===== config.mk =====
export PLATFORM = sky130hd
export DESIGN_NAME = sd_fifo_buffer
export DESIGN_NICKNAME = d
export VERILOG_FILES = /design/src/rtl/sd_fifo_buffer.sv
export SDC_FILE = /design/constraint.sdc
export NUM_CORES = 2
export LEC_CHECK = 0
export ABC_CLOCK_PERIOD_IN_PS = 5100
export CAP_MARGIN = 40
export CORE_MARGIN = 5
export CORE_UTILIZATION = 55
export DETAILED_ROUTE_END_ITERATION = 8
export GPL_TIMING_DRIVEN = 0
export PLACE_DENSITY = 0.71
export REMOVE_ABC_BUFFERS = 1
export SLEW_MARGIN = 20
export SYNTH_ARGS = -nofsm -noshare
export SYNTH_HDL_FRONTEND = slang
export SYNTH_SLANG_ARGS = --single-unit

===== constraint.sdc =====
create_clock -name clk -period 5.1 [get_ports clk]
set_clock_uncertainty 0.1 [all_clocks]
set_input_delay 0.765 -clock clk [delete_from_list [all_inputs] [get_ports clk]]
set_output_delay 0.765 -clock clk [all_outputs]
set_load 0.05 [all_outputs]

===== src/rtl/sd_fifo_buffer.sv =====
// Single-clock FIFO for the SD host data path: registered 1-cycle read,
// count-based full/empty, threshold flags, flush and sticky error flags.
module sd_fifo_buffer #(
  parameter int DATA_WIDTH = 16,
  parameter int ADDR_WIDTH = 7,
  parameter int AF_THRESH  = 2**ADDR_WIDTH - 2,
  parameter int AE_THRESH  = 2
) (
  input  logic                  clk,
  input  logic                  reset,
  input  logic                  flush,
  input  logic                  wr_en,
  input  logic [DATA_WIDTH-1:0] data_in,
  input  logic                  rd_en,
  output logic [DATA_WIDTH-1:0] data_out,
  output logic                  rd_valid,
  output logic                  full,
  output logic                  empty,
  output logic                  almost_full,
  output logic                  almost_empty,
  output logic [ADDR_WIDTH:0]   count,
  output logic                  overflow,
  output logic                  underflow
);

  localparam int DEPTH = 2**ADDR_WIDTH;

  typedef logic [ADDR_WIDTH:0] cnt_t;

  localparam cnt_t DEPTH_C = cnt_t'(DEPTH);
  localparam cnt_t AF_C    = cnt_t'(AF_THRESH);
  localparam cnt_t AE_C    = cnt_t'(AE_THRESH);

  // Thresholds outside AE < AF <= DEPTH make the flags meaningless.
  if (!((AE_THRESH >= 0) && (AE_THRESH < AF_THRESH) && (AF_THRESH <= DEPTH))) begin : g_bad_cfg
    $error("sd_fifo_buffer: illegal thresholds, need 0 <= AE_THRESH < AF_THRESH <= DEPTH");
  end

  logic [DATA_WIDTH-1:0] mem [DEPTH];
  logic [ADDR_WIDTH-1:0] wr_ptr;
  logic [ADDR_WIDTH-1:0] rd_ptr;
  logic                  rd_acc;
  logic                  wr_acc;
  cnt_t                  count_nxt;

  function automatic cnt_t next_count(input cnt_t c, input logic wr, input logic rd);
    case ({wr, rd})
      2'b10:   return c + cnt_t'(1);
      2'b01:   return c - cnt_t'(1);
      default: return c;
    endcase
  endfunction

  // Accept decisions use the registered flags; a full FIFO still takes a
  // write when a read frees a slot on the same edge.
  always_comb begin
    rd_acc    = rd_en & ~empty;
    wr_acc    = wr_en & (~full | rd_acc);
    count_nxt = flush ? '0 : next_count(count, wr_acc, rd_acc);
  end

  // Storage is never reset; flush leaves contents in place.
  always_ff @(posedge clk) begin
    if (wr_acc && !flush) begin
      mem[wr_ptr] <= data_in;
    end
  end

  // ---- stage p0 -> p1: pointers, count, flags, read register ----
  always_ff @(posedge clk or posedge reset) begin
    if (reset) begin
      wr_ptr       <= '0;
      rd_ptr       <= '0;
      count        <= '0;
      full         <= 1'b0;
      empty        <= 1'b1;
      almost_full  <= (AF_C == '0);
      almost_empty <= 1'b1;
      overflow     <= 1'b0;
      underflow    <= 1'b0;
      rd_valid     <= 1'b0;
      data_out     <= '0;
    end else begin
      count        <= count_nxt;
      full         <= (count_nxt == DEPTH_C);
      empty        <= (count_nxt == '0);
      almost_full  <= (count_nxt >= AF_C);
      almost_empty <= (count_nxt <= AE_C);
      if (flush) begin
        wr_ptr    <= '0;
        rd_ptr    <= '0;
        overflow  <= 1'b0;
        underflow <= 1'b0;
        rd_valid  <= 1'b0;
      end else begin
        if (wr_acc) begin
          wr_ptr <= wr_ptr + 1'b1;
        end
        if (rd_acc) begin
          rd_ptr   <= rd_ptr + 1'b1;
          data_out <= mem[rd_ptr];
        end
        rd_valid  <= rd_acc;
        overflow  <= overflow  | (wr_en & ~wr_acc);
        underflow <= underflow | (rd_en & empty);
      end
    end
  end

endmodule


# Word-level counts from Yosys, hierarchy flattened
# Memories as Yosys holds them, arrays and structs flattened. A register that Yosys moved wholly into a read port is not among the register bits.
# Cells that the tools add are included.
# totals
word_cells	48
input_bits	21
ram_bits	2048
register_bits	29
n_memories	1
# classes
add_sub_neg	4
mux	11
n_lt_le_gt_ge	2
bitwise	11
reduce_logical	6
n_eq_ne	3
# mem_list
name	words	width	read_ports	rd_clocked_by_memory_dff	wr	line	text
mem	128	16	1	1	1	39	logic [DATA_WIDTH-1:0] mem [DEPTH];
# ops
cell	count
two-way mux 7 bit	4
case mux 8 bit (2 select lines)	1
adder 7 x 1 -> 7 bit (second input constant)	2
adder 8 x 1 -> 8 bit (second input constant)	1
equality test 8 bit (second input constant)	1
>= comparator 8 x 7 -> 1 bit (second input constant)	1
<= comparator 8 x 2 -> 1 bit (second input constant)	1
zero test 8 bit	1
two-way mux 8 bit	1
subtractor 8 x 1 -> 8 bit (second input constant)	1
two-way mux 1 bit	5
bitwise AND 1 bit	4
NOT 1 bit	4
nonzero test 2 bit	2
bitwise OR 1 bit	3
equality test 2 x 1 -> 1 bit (second input constant)	1
equality test 2 bit (second input constant)	1
AND reduction 2 bit	1
logical AND 1 bit	1
zero test 1 bit	1

# Depth between registers and ports, before layout
# depth
depth_word	8
ltp_mapped	13
depth_no_buf	12

# Least setup slack after synthesis
# Ideal clock, no wire load.
# synth_path
path_type	input to register
startpoint	in rd_en
endpoint	reg full
n_path_buf	1
required_ps	4895
cell_stages	13
setup_time_ps	105
t_arrival_ps	3689
slack_ps	1206
path_cell_list	nand2b_1 a21boi_1 inv_1 ha_1 clkbuf_1 xor2_1 ha_1 or4b_2 a21o_1 a32oi_1 or3_1 a21oi_2 nor4b_1
# synth_via
elab_chain_cells	7
word_cells_on_any_way	8
# synth_lines
element	line	text
from (decl)	14	input logic rd_en,
bitwise AND 1 bit (*)	57	rd_acc = rd_en & ~empty;
bitwise OR 1 bit	58	wr_acc = wr_en & (~full | rd_acc);
bitwise AND 1 bit	58	
equality test 2 x 1 -> 1 bit or equality test 2 bit (tied branches)	47	case ({wr, rd})
case mux 8 bit (2 select lines) (*)	47	
two-way mux 8 bit (*)	59	count_nxt = flush ? '0 : next_count(count, wr_acc, rd_acc);
net count_nxt[6]	44	cnt_t count_nxt;
equality test 8 bit (*)	85	full <= (count_nxt == DEPTH_C);
to (signal assigned)	85	
to (decl)	17	output logic full,
# The timed path passes the listed nets; every way through them passes the cells marked *.
# A chain may end at the register's enable or synchronous reset.

==> out/metrics.yaml <==
status: "finished clean"
syn_to_final_growth_pct: 14.3
syn_avg_cell_area_sq_um: 20.6
tritoncts: "built"
fin_crit_ns: 4.49
start_util: 0.554
min_period_over_period: 0.881
clk_path_buf_depth: 3
synth-seq-area-share: 0.766
hpwlAfterDp_um: 133000
syn_inst: 3965
worstSetupPathType: "reg2reg"
endpoint_kind: "flop"
cts_resized: 0
place_ws_ns: 0.394
cp_data_arrival_time_ns: 5.10
synthAdderAreaFrac: 0.000765
cts.reportedPaths.clkPinSlew_ns: 0.06
grt_max_degree: 105
final_cell_mix: "2,048 x edfxtp_1, 353 x mux4_2, 326 x mux2i_1"
die_h_um: 395
synth-simple-area-share: 0.0225
grtUsageTotal: 0.269
drive_above_1_share: 0.246
crit_fanout: 43
cpMostUsedCell: "buf_16"
vdd_ir_drop_max_uv: 375
p_sw_uw: 9700
finalPower_uw: 38900
critPathLaunchType: "flop"
ant_nets: 0
drt_iter0_markers: 5994
core_sq_mm: 0.148
numCtsBuffers: 195
fin_tns_setup_ns: 0
io_pins: 52
slew_viol_final: 0
synth_xor_area_frac: 0.00171
tightest_slew_ns: 0.988
synth_seq_cells: 2093
num_antenna_cells: 0
leakagePower_uw: 0.0286
reg2reg_to: "data_out[12]$_DFFE_PP0P_"
pwr-share-seq: 0.495
drc: 0
gp_congestion: 0.847
synth_area_sq_mm: 0.0817
grt_pass1_vias: 41500
placed_cells: 5915
die_x_um: 395
synth.yosys.warnings: 0
fin_nets: 4213
antenna_found_initial: 3
critPathMaxStageDelay_ns: 0.84
instances_no_fill: 6283
worst_slack_ns: 0.607
synth-compound-area-share: 0.0396
r2r_slack_ns: 0.61
root_buffer: "clkbuf_16"
min_path_type: "in2async"
h-tree-depth: 4
dr_total_vias: 42000
synth_ff_type: "edfxtp_1"
p_clk_frac: 0.364
cts_setup_buffers: 0
slew_headroom: 0.342
powerDensity_mw_per_mm2: 417
io_buffers: 51
swShare: 0.249
grt_overflow: 0
clock_latency_ns: 0.83
grt_pass1_wl_um: 302000
setup_viol: 0
required_ns: 5.70
clkSinkCount: 2093
synth_top_family_by_area: "multiplexers"
post-route-util: 0.633
drv_cap: 0
synth_edf_count: 2048
wire_per_inst_um: 33.5
hold_buffers: 0
layout.cells.most_common: "edfxtp_1"
hold_viol_final: 0
rr_startpoint: "rd_ptr[1]$_DFFE_PP0P_"
die-area_sq_mm: 0.156
power_frac_comb: 0.141
slowest_stage: "dfrtp_4"
vias_per_cell: 6.68
finalWirelength_um: 210000
internal-power_uw: 29200
rsz0062_at_grt: "false"
first_pass_iters: 6
rows: 141
r2r_cells: 11
fillers: 9641
muxShareOfSynthArea: 0.150
worstPathCellList: "buf_16 > buf_16 > buf_16 > buf_12 > buf_12 > mux4_2 > mux2i_1 > nor2_1 > a2111oi_0 > o311ai_1 > o221a_2"
synth_cell_type_count: 84
fmax_mhz: 223
synthArstFlopShare: 0.0215
-- critical path, delay by kind of cell (launching register included) --
kind / cells / cell delay (ns)
flip-flops: 1 / 0.84
AND/OR/NAND/NOR: 1 / 0.10
multiplexers: 2 / 0.52
AO/OA/AOI/OAI: 3 / 1.25
buffers and inverters: 5 / 1.45
-- per-stage QoR --
stage / cell area (sq um) / hold WS (ns)
6_report: 93400 / 0.159
3_5_place_dp: 87200 / 0.397
2_1_floorplan: 80200 / 0.476
5_1_grt: 93400 / 0.170
3_3_place_gp: 83100 / 0.390
4_1_cts: 93400 / 0.101
-- layout make-up --
type                            count  area [sq um]  share of cell area
Sequential cell                  2093         62600               0.671
Multi-Input combinational cell   1628         18100               0.193
Clock buffer                      237          5080              0.0544
Timing Repair Buffer              259          4070              0.0436
Tap cell                         1930          2410              0.0259
Clock inverter                    126          1090              0.0116
Inverter                           10          42.5            0.000455
-- power groups by stage --
stage	sequential [uW]	clock (uW)	combinational, uW
3_5_place_dp	19600	0	5490
3_3_place_gp	20100	0	4270
4_1_cts	19300	14300	5510
2_1_floorplan	20100	0	3060
6_report	19300	14200	5500
5_1_grt	19300	15000	5760
-- metal layers --
layer | vias up | share of wire | global-route usage
met4 | 0 | 0.041 | 0.0994
met1 | 22000 | 0.38 | 0.380
li1 | 17000 | - | -
met3 | 418 | 0.11 | 0.0688
met2 | 2568 | 0.47 | 0.413
met5 | - | 0 | 0
-- Yosys cell counts, types with 6 or more instances --
| master | n | area (sq um) |
|---|---|---|
| a2111oi_0 | 16 | 140 |
| mux2_2 | 40 | 450 |
| a31oi_1 | 7 | 43.8 |
| nor2b_1 | 18 | 113 |
| xnor2_1 | 8 | 70.1 |
| o21ai_0 | 48 | 240 |
| buf_6 | 24 | 270 |
| nand3_1 | 16 | 80.1 |
| a221oi_1 | 33 | 289 |
| mux4_1 | 21 | 552 |
| nor2_1 | 201 | 754 |
| mux2i_1 | 326 | 3260 |
| a211o_1 | 12 | 105 |
| nor4_1 | 6 | 37.5 |
| a211oi_1 | 30 | 225 |
| o221ai_1 | 49 | 429 |
| and3_1 | 8 | 50.1 |
| a21oi_1 | 84 | 420 |
| nand2b_1 | 6 | 37.5 |
| nand2_1 | 110 | 413 |
| buf_8 | 18 | 270 |
| buf_12 | 7 | 140 |
| o22ai_1 | 48 | 300 |
| a22oi_1 | 31 | 233 |
| buf_4 | 20 | 150 |
| dfrtp_1 | 43 | 1080 |
| a32oi_1 | 9 | 78.8 |
| xor2_1 | 8 | 70.1 |
| clkbuf_1 | 76 | 285 |
| mux4_2 | 353 | 7950 |
| edfxtp_1 | 2048 | 61500 |
| o211ai_1 | 9 | 67.6 |
| o31ai_1 | 14 | 105 |
| inv_1 | 8 | 30.0 |
| buf_1 | 10 | 37.5 |
| nand4_1 | 7 | 43.8 |
| or3_1 | 8 | 50.1 |
| nor3_1 | 11 | 55.1 |
| buf_2 | 78 | 390 |
-- flip-flops by register name, indices dropped and copies added, names as in the netlist --
name and flops:
almost_full 1, almost_empty 1, empty 1, rd_valid 1
rd_ptr 7, count 8, underflow 1, overflow 1
mem 2048, data_out 16, full 1, wr_ptr 7
-- how the worst max path moves through the flow --
stage	start	end	cells past startpoint	slack [ns]
3_3_place_gp	rd_ptr[0]$_DFFE_PP0P_	data_out[14]$_DFFE_PP0P_	5	-39.60
4_1_cts	rd_ptr[1]$_DFFE_PP0P_	data_out[12]$_DFFE_PP0P_	11	0.56
6_report	rd_ptr[1]$_DFFE_PP0P_	data_out[12]$_DFFE_PP0P_	11	0.61
2_1_floorplan	rd_ptr[0]$_DFFE_PP0P_	data_out[14]$_DFFE_PP0P_	6	-18.35
5_1_grt	rd_ptr[1]$_DFFE_PP0P_	data_out[12]$_DFFE_PP0P_	11	0.49
3_5_place_dp	rd_en	mem[126][15]$_DFFE_PP_	9	0.39
-- logic make-up (layout without fill, tap and decap cells) --
kind of cell,after synthesis,count (layout)
AND/OR/NAND/NOR,416,416
adder cells (fa/ha/maj),5,5
multiplexers,741,741
flip-flops,2093,2093
XOR/XNOR,16,16
buffers and inverters,244,632
AO/OA/AOI/OAI,450,450
Note: power is estimated with default switching activity, not from simulation.
